[src/rtl/sevenseg_scan_controller.sv]
// -----------------------------------------------------------------------------
// sevenseg_scan_controller
//
// Purpose:
//   Time-multiplexes one shared 4-bit-to-7-segment decoder across NUM_DIGITS
//   common-anode digits. The controller selects the nibble of the digit being
//   scanned, registers the decoder's segment pattern, and sequences the
//   active-low anode enables with an all-off gap between digits so the previous
//   digit's pattern never ghosts onto the next one. New display values are
//   taken over a valid/ready handshake into a pending register and swapped into
//   the display register only at the end of a frame, so every frame shows one
//   consistent value.
//
// Parameters:
//   NUM_DIGITS   : digits scanned, 1..8
//   REFRESH_DIV  : clk cycles each digit is lit (>= 2)
//   BLANK_CYCLES : clk cycles with all digits off between digits (0 = no gap)
//
// Ports:
//   clk          in   system clock
//   reset        in   synchronous, active-high reset
//   value_in     in   [4*NUM_DIGITS] digit nibbles, digit 0 in bits [3:0]
//   value_valid  in   value_in is offered
//   value_ready  out  a value can be accepted this cycle
//   blank_lz     in   leading-zero blanking enable (sampled live)
//   dp_in        in   [NUM_DIGITS] active-high decimal points (optional)
//   nibble_out   out  [4] to the shared decoder's num input
//   seg_in       in   [8] from the shared decoder, active-low, bit 7 = dp
//   seg_out      out  [8] active-low segment pins, registered
//   digit_en_n   out  [NUM_DIGITS] active-low anode enables, registered
//   frame_done   out  one-cycle pulse in the last SHOW cycle of the last digit
//
// Optional feature:
//   Define SEVENSEG_SCAN_DP_EN to add the dp_in port. Decimal points are then
//   captured with value_in and drive seg_out[7]; otherwise seg_out[7] follows
//   the decoder's seg_in[7].
// -----------------------------------------------------------------------------
module sevenseg_scan_controller #(
   parameter int NUM_DIGITS   = 4,
   parameter int REFRESH_DIV  = 50000,
   parameter int BLANK_CYCLES = 16
) (
   input  logic                    clk,
   input  logic                    reset,
   input  logic [4*NUM_DIGITS-1:0] value_in,
   input  logic                    value_valid,
   output logic                    value_ready,
   input  logic                    blank_lz,
`ifdef SEVENSEG_SCAN_DP_EN
   input  logic [NUM_DIGITS-1:0]   dp_in,
`endif
   output logic [3:0]              nibble_out,
   input  logic [7:0]              seg_in,
   output logic [7:0]              seg_out,
   output logic [NUM_DIGITS-1:0]   digit_en_n,
   output logic                    frame_done
);

   localparam int MAX_CNT = (REFRESH_DIV > BLANK_CYCLES) ? REFRESH_DIV : BLANK_CYCLES;
   localparam int CNT_W   = $clog2(MAX_CNT + 1);
   localparam int IDX_W   = (NUM_DIGITS > 1) ? $clog2(NUM_DIGITS) : 1;

   localparam logic [CNT_W-1:0] SHOW_LAST = CNT_W'(REFRESH_DIV - 1);
   localparam logic [CNT_W-1:0] SHOW_PRE  = CNT_W'(REFRESH_DIV - 2);
   localparam logic [CNT_W-1:0] GAP_LAST  = CNT_W'((BLANK_CYCLES > 0) ? BLANK_CYCLES - 1 : 0);
   localparam logic [IDX_W-1:0] IDX_LAST  = IDX_W'(NUM_DIGITS - 1);

   typedef enum logic {
      ST_GAP  = 1'b0,
      ST_SHOW = 1'b1
   } state_t;

   // Scan state
   state_t                  state_q, state_d;
   logic [IDX_W-1:0]        idx_q, idx_d;
   logic [CNT_W-1:0]        cnt_q, cnt_d;

   // Value path
   logic [4*NUM_DIGITS-1:0] display_q, display_d;
   logic [4*NUM_DIGITS-1:0] pending_q, pending_d;
   logic                    pending_full_q, pending_full_d;
   logic                    accept;

   // Registered pin outputs
   logic [7:0]              seg_out_q, seg_out_d;
   logic [NUM_DIGITS-1:0]   digit_en_n_q, digit_en_n_d;
   logic                    frame_done_q, frame_done_d;

   // Per-digit decode of the current scan position
   logic [3:0]              cur_nibble;
   logic [NUM_DIGITS-1:0]   lz_mask;
   logic                    lz_run;
   logic                    cur_blank;
   logic [NUM_DIGITS-1:0]   en_lit;

`ifdef SEVENSEG_SCAN_DP_EN
   logic [NUM_DIGITS-1:0]   dp_disp_q, dp_disp_d;
   logic [NUM_DIGITS-1:0]   dp_pend_q, dp_pend_d;
   logic                    cur_dp;
`endif

   // --------------------------------------------------------------------------
   // Digit selection and leading-zero detection
   // --------------------------------------------------------------------------
   always_comb begin
      cur_nibble = 4'h0;
      en_lit     = '1;
      for (int i = 0; i < NUM_DIGITS; i++) begin
         if (idx_q == IDX_W'(i)) begin
            cur_nibble = display_q[4*i +: 4];
            en_lit[i]  = 1'b0;
         end
      end
   end

   // Walk from the most significant digit down: a digit is a leading zero
   // while it and everything above it are zero. Digit 0 always stays lit so
   // a value of zero still shows a single "0".
   always_comb begin
      lz_mask = '0;
      lz_run  = 1'b1;
      for (int i = NUM_DIGITS - 1; i >= 0; i--) begin
         lz_run = lz_run & (display_q[4*i +: 4] == 4'h0);
         if (i != 0) begin
            lz_mask[i] = lz_run;
         end
      end
   end

   always_comb begin
      cur_blank = 1'b0;
      for (int i = 0; i < NUM_DIGITS; i++) begin
         if (idx_q == IDX_W'(i)) begin
            cur_blank = blank_lz & lz_mask[i];
         end
      end
   end

`ifdef SEVENSEG_SCAN_DP_EN
   always_comb begin
      cur_dp = 1'b0;
      for (int i = 0; i < NUM_DIGITS; i++) begin
         if (idx_q == IDX_W'(i)) begin
            cur_dp = dp_disp_q[i];
         end
      end
   end
`endif

   assign nibble_out = cur_nibble;

   // --------------------------------------------------------------------------
   // Handshake and frame-boundary swap
   // --------------------------------------------------------------------------
   // pending_full blocks value_ready, so a new accept can never land in the
   // same cycle as the pending-to-display transfer.
   assign accept      = value_valid & ~pending_full_q;
   assign value_ready = ~pending_full_q;

   always_comb begin
      pending_d      = pending_q;
      pending_full_d = pending_full_q;
      display_d      = display_q;
`ifdef SEVENSEG_SCAN_DP_EN
      dp_pend_d      = dp_pend_q;
      dp_disp_d      = dp_disp_q;
`endif
      if (frame_done_q && pending_full_q) begin
         display_d      = pending_q;
         pending_full_d = 1'b0;
`ifdef SEVENSEG_SCAN_DP_EN
         dp_disp_d      = dp_pend_q;
`endif
      end
      if (accept) begin
         pending_d      = value_in;
         pending_full_d = 1'b1;
`ifdef SEVENSEG_SCAN_DP_EN
         dp_pend_d      = dp_in;
`endif
      end
   end

   // --------------------------------------------------------------------------
   // Scan sequencer: GAP (all off) -> SHOW (one digit lit) -> next digit
   // --------------------------------------------------------------------------
   always_comb begin
      state_d      = state_q;
      idx_d        = idx_q;
      cnt_d        = cnt_q + CNT_W'(1);
      seg_out_d    = 8'hFF;
      digit_en_n_d = '1;

      // frame_done is registered, so it is raised one cycle early: it is high
      // exactly while the last digit sits in its final SHOW cycle.
      frame_done_d = (state_q == ST_SHOW) && (cnt_q == SHOW_PRE) && (idx_q == IDX_LAST);

      case (state_q)
         ST_GAP: begin
            if ((BLANK_CYCLES == 0) || (cnt_q == GAP_LAST)) begin
               state_d = ST_SHOW;
               cnt_d   = '0;
            end
         end

         ST_SHOW: begin
            if (!cur_blank) begin
               seg_out_d = seg_in;
`ifdef SEVENSEG_SCAN_DP_EN
               seg_out_d[7] = ~cur_dp;
`endif
               digit_en_n_d = en_lit;
            end
            if (cnt_q == SHOW_LAST) begin
               idx_d   = (idx_q == IDX_LAST) ? '0 : idx_q + IDX_W'(1);
               state_d = (BLANK_CYCLES == 0) ? ST_SHOW : ST_GAP;
               cnt_d   = '0;
            end
         end

         default: begin
            state_d = ST_GAP;
            cnt_d   = '0;
         end
      endcase
   end

   always_ff @(posedge clk) begin
      if (reset) begin
         state_q        <= ST_GAP;
         idx_q          <= '0;
         cnt_q          <= '0;
         display_q      <= '0;
         pending_full_q <= 1'b0;
         seg_out_q      <= 8'hFF;
         digit_en_n_q   <= '1;
         frame_done_q   <= 1'b0;
`ifdef SEVENSEG_SCAN_DP_EN
         dp_disp_q      <= '0;
`endif
      end else begin
         state_q        <= state_d;
         idx_q          <= idx_d;
         cnt_q          <= cnt_d;
         display_q      <= display_d;
         pending_full_q <= pending_full_d;
         seg_out_q      <= seg_out_d;
         digit_en_n_q   <= digit_en_n_d;
         frame_done_q   <= frame_done_d;
`ifdef SEVENSEG_SCAN_DP_EN
         dp_disp_q      <= dp_disp_d;
`endif
      end
   end

   // Pending data is only meaningful while pending_full_q is set.
   always_ff @(posedge clk) begin
      pending_q <= pending_d;
`ifdef SEVENSEG_SCAN_DP_EN
      dp_pend_q <= dp_pend_d;
`endif
   end

   assign seg_out    = seg_out_q;
   assign digit_en_n = digit_en_n_q;
   assign frame_done = frame_done_q;

endmodule

[config.mk]
export PLATFORM = sky130hd
export DESIGN_NAME = sevenseg_scan_controller
export DESIGN_NICKNAME = d
export VERILOG_FILES = /design/src/rtl/sevenseg_scan_controller.sv
export SDC_FILE = /design/constraint.sdc
export NUM_CORES = 1
export LEC_CHECK = 0
export ABC_AREA = 1
export BUFFER_PORTS_ARGS = -buffer_cell sky130_fd_sc_hd__buf_4
export CORE_MARGIN = 2
export CORE_UTILIZATION = 45
export DETAILED_ROUTE_END_ITERATION = 12
export PLACE_DENSITY = 0.64
export SLEW_MARGIN = 20
export SYNTH_ARGS = -nofsm -noshare
export SYNTH_HDL_FRONTEND = slang
export SYNTH_SLANG_ARGS = --single-unit
export TNS_END_PERCENT = 5
[constraint.sdc]
create_clock -name clk -period 1.8 [get_ports clk]
set_input_delay 0.09 -clock clk [delete_from_list [all_inputs] [get_ports clk]]
set_output_delay 0.09 -clock clk [all_outputs]
set_load 0.005 [all_outputs]
== Word level (Yosys, flattened, before mapping) ==
Cells that the tools add are included.

* Output and inout port bits: 18
* Input bits: 28
* Flip-flop bits (word level): 65

* Reductions and logical operators: 10
* Equal/unequal tests: 6
* $add $sub $neg: 2
* Multiplexer cells: 20
* Bitwise gates (word level): 8

{| class="wikitable"
|+ Operator list
! kind !! number
|-
| equality test 16 bit, second input constant || 2
|-
| 2-to-1 mux 16 bit || 2
|-
| one-hot mux 16 bit (2 select lines) || 1
|-
| adder 16 x 1 -> 16 bit, second input constant || 1
|-
| equality test 16 x 4 -> 1 bit, second input constant || 1
|-
| 2-to-1 mux 4 bit || 4
|-
| zero test 4 bit || 3
|-
| 2-to-1 mux 1 bit || 11
|-
| AND 1 bit || 6
|-
| equality test 2 bit, second input constant || 2
|-
| logical AND 1 bit || 3
|-
| OR reduction 3 bit || 1
|-
| adder 2 x 1 -> 2 bit, second input constant || 1
|-
| equality test 2 x 1 -> 1 bit, second input constant || 1
|-
| zero test 2 bit || 1
|-
| 2-to-1 mux 2 bit || 1
|-
| NOT 1 bit || 2
|-
| one-hot mux 1 bit (2 select lines) || 1
|-
| AND reduction 2 bit || 1
|-
| nonzero test 2 bit || 1
|}

== Depth between registers and ports, before layout ==
* Word-level depth: 8
* Depth in mapped cells: 9
* Mapped depth without buffers: 8

== Worst setup path before layout ==
OpenSTA, ideal clock, no wires.

* Path type: register to register
* Start: register idx_q[0]
* End: register digit_en_n_q[3], in the netlist digit_en_n[3]
* Path buffers: 1
* Setup slack: 389 ps
* Clock period less this slack: 1411 ps
* Arrival: 1277 ps
* Stages on the path, launching flop included: 8
* Cells stage by stage: dfxtp_1 > inv_1 > ha_1 > inv_1 > a21oi_1 > o21ai_1 > buf_6 > nand3_1

* Word-level cells in the longest chain between the ends: 5
* Elaborated cells between the ends (all ways): 8
* Those cells by class: eq/ne: 3; mux: 4; reduce/logical: 1

{| class="wikitable"
|+ RTL lines
! element !! RTL line !! text
|-
| start: declaration || 75 || <nowiki>logic [IDX_W-1:0] idx_q, idx_d;</nowiki>
|-
| start signal: assignment || 243 || <nowiki>idx_q <= idx_d;</nowiki>
|-
| equality test 2 x 1 -> 1 bit || 133 || <nowiki>if (idx_q == IDX_W'(i)) begin</nowiki>
|-
| 2-to-1 mux 1 bit (3 in a row) || 133 ||
|-
| OR reduction 3 bit (no source line) || -- ||
|-
| end signal: assignment || 248 || <nowiki>digit_en_n_q <= digit_en_n_d;</nowiki>
|-
| end: declaration || 86 || <nowiki>logic [NUM_DIGITS-1:0] digit_en_n_q, digit_en_n_d;</nowiki>
|}

Several ways; a longest one is shown, not always the timed one.
A chain may end at the register's enable or synchronous reset.

== Worst setup path after layout ==
* Start: register idx_q[1]
* End: output nibble_out[3]

* Word-level cells in the longest chain between the ends: 5
* Elaborated cells between the ends (all ways): 8
* Those cells by class: eq/ne: 3; mux: 4; reduce/logical: 1

{| class="wikitable"
|+ RTL lines
! element !! RTL line !! text
|-
| zero test 2 bit || -- ||
|-
| 2-to-1 mux 4 bit (3 in a row) || 109 || <nowiki>if (idx_q == IDX_W'(i)) begin</nowiki>
|-
| 2-to-1 mux 4 bit * || 109 ||
|-
| end: declaration || 52 || <nowiki>output logic [3:0] nibble_out,</nowiki>
|}

Mark *: on every way between the ends. The rest lies on a longest branch, timed or not.

==> results.yml <==
detailed_routing:
  finalWirelength_um: 5850
  num_vias: 2256
  drc: 0
  drtIter0Drc: 97
  ant_nets: 0
  first_pass_iters: 4
  viasPerCell: 4.86
  drt-wirelength-per-cell_um: 12.6
floorplanning:
  ios: 46
  initial_utilization: 0.468
  core_area_um2: 5920
  die_area_um2: 6810
  dieWidth_um: 82.5
  floorplan.rows: 28
  die_h_um: 82.5
power_and_ir_drop:
  finalPower_mw: 2.94
  power.density_nw_per_um2: 804
  total_leakage_power_nw: 1.45
  vdd_ir_drop_max_mv: 0.430
min_path:
  min_path_type: "input pin to flip-flop"
  min-delay-start: "value_valid"
sta:
  max_slew.worst_pin.slew_ps: 534
  clock-skew-final_ps: 7.35
  final_cycle_utilization_of_the_critical_path: 0.982
  setup_violations: 0
  timing_max_transition_violations_final: 0
  timing.final.crit_period_ps: 1770
  fin_hold_ws_ps: 16.9
  slew_headroom: 0.644
  max_freq_mhz: 566
  hold_viol_final: 0
yosys:
  synth.yosys.warnings: 0
  synth_edf_count: 16
  yosysMostFrequentCell: "dfxtp_1"
  yosys_most_used_dff: "dfxtp_1"
  syn_area_um2: 2770
  syn_nets: 341
  yosysTopAreaCell: "dfxtp_1"
  synth_largest_type_area_fraction: 0.354
  yosys_register_bits: 65
  synth.cells.most_frequent: "49 x dfxtp_1, 42 x nor2_1, 35 x inv_1"
  synthTopCellsByArea: "dfxtp_1 35%, edfxtp_1 17%, nor2_1 5.7%, inv_1 4.7%, nand2_1 3.8%"
  syn_area_per_cell_um2: 9.03
  count_of_cell_types_in_the_netlist: 36
  synth-async-reset-ratio: 0
  synth.yosys.seq_area_share: 0.527
  synthesis.instances: 307
setup_path:
  crit_path_end_kind: "output port"
  path_max_fanout: 8
  worst_r2r_startpoint: "idx_q[1]$_SDFFE_PP0P_"
  critical_path.startpoint_type: "flip-flop"
  worstPathRequired_ps: 1710
  class_of_the_most_critical_setup_path: "flip-flop to output port"
  setup.worst_path.start: "idx_q[1]$_SDFFE_PP0P_"
  worst-endpoint-arrival_ps: 1680
final_layout:
  antenna_cells: 0
  synthToLayoutAreaGrowth_pct: 32.0
  final_util: 0.618
  seqCellArea_um2: 1460
  final_layout_size_suffix_gt1_frac: 0.283
  design_area_um2: 3660
  filler_cell_count: 521
  multi_input_area_um2: 1130
  fin_nets: 418
clock_network:
  cts.sinks: 65
  clock_tree.htree_level_count: 3
  tritoncts_clock_tree: "built"
  total_clock_buffers_created_by_cts: 9
  longest_clk_path_bufs: 2
  clock_insertion_delay_worst_skew_ps: 340
  post-cts-setup-buffers: 0
  clkSlewWorstSetupHoldPaths_ps: 80
  cts_root_buf: "clkbuf_8"
global_route:
  grt_usage: 0.187
  grt_first_pass_wirelength_um: 9530
  grt_pass1_vias: 2080
  grt_max_degree: 21
  global_route.overflow_total: 0
  grt_antenna_before_repair: 0
job:
  max_cap_viol_count: 0
placement:
  gp_routability_congestion: 0.891
  detailedPlacementHpwl_um: 4010
  port_buffers: 45
  total_cell_area_at_the_placement_stage_um2: 3190
run_status:
  status: "complete, no violations"
[timing repair]
item,4_1_cts,5_1_grt
endpoints found under the setup margin,2,3
gates resized for setup,2,5
pin swaps,0,0
hold endpoints to repair,25,0
hold buffers,25,0
[worst max-delay path, cell delays in order (launching register included)]
cell,delay (ps)
dfxtp_2,360
inv_1,60
ha_1,200
inv_2,120
nor2_1,70
a21oi_1,140
nand2_1,100
a22oi_2,150
buf_4,140
[kinds of logic after synthesis]
kind of cell,share of synthesized area
AO/OA/AOI/OAI,0.106
XOR/XNOR,0.0158
adder cells (fa/ha/maj),0.0271
buffers and inverters,0.0695
flip-flops,0.527
AND/OR/NAND/NOR,0.255
[power breakdown]
| group | total, mW | switching, mW | internal, mW |
|---|---|---|---|
| Combinational | 0.151 | 0.0602 | 0.0904 |
| Sequential | 1.54 | 0.0109 | 1.52 |
| Clock | 1.26 | 0.608 | 0.651 |
[state kept, by name, indices dropped and copies added, names as in the netlist]
signal / cells
idx_q: 2
seg_out: 8
cnt_q: 16
state_q: 1
frame_done: 1
display_q: 16
digit_en_n: 4
pending_q: 16
pending_full_q: 1
[layout by cell type (no fill, tap or decap), types with 3 or more instances in the layout]
master,instances
o21ai_0,20
inv_2,6
dlygate4sd3_1,25
clkbuf_8,9
inv_1,34
nor3_1,4
buf_4,49
nand2_2,6
nor2_2,8
nand2_1,28
nor2_1,42
edfxtp_1,16
a21oi_1,17
nand3_1,21
xor2_1,4
o21ai_1,4
nor2_4,5
nor3_2,3
nand4_1,4
dfxtp_1,47
nand3_2,3
ha_1,4
[layer usage]
layer	part of all wire	wire length, um	track usage
met3	0.059	345	0.0522
met1	0.48	2830	0.255
met4	0.013	76	0.0705
met2	0.44	2600	0.285
met5	0	0	0
[final timing paths]
kind                                       to  slack (ps)  cells after the start
setup / recovery                nibble_out[3]          30                      8
hold / removal    pending_full_q$_SDFFE_PP0P_          20                      3
setup reg to reg     digit_en_n[3]$_SDFF_PP1_         330                      9
hold reg to reg           cnt_q[0]$_SDFF_PP0_         460                      1
[stage by stage]
stage / setup TNS (ps) / cells / worst slack, ps
6_report: 0 / 464 / 32.9
5_1_grt: -15.4 / 464 / -15.4
4_1_cts: 0 / 464 / 36.9
3_5_place_dp: 0 / 423 / 299
3_3_place_gp: 0 / 423 / 369
2_1_floorplan: 0 / 307 / 389
[layout make-up]
cell class	count	share of cell area
repair buffers	74	0.169
well taps	75	0.0256
multi-input cells	194	0.310
inverters	40	0.0410
clock inverters	7	0.0212
flip-flops and latches	65	0.400
clock buffers	9	0.0338
(Power assumes the default switching activity.)
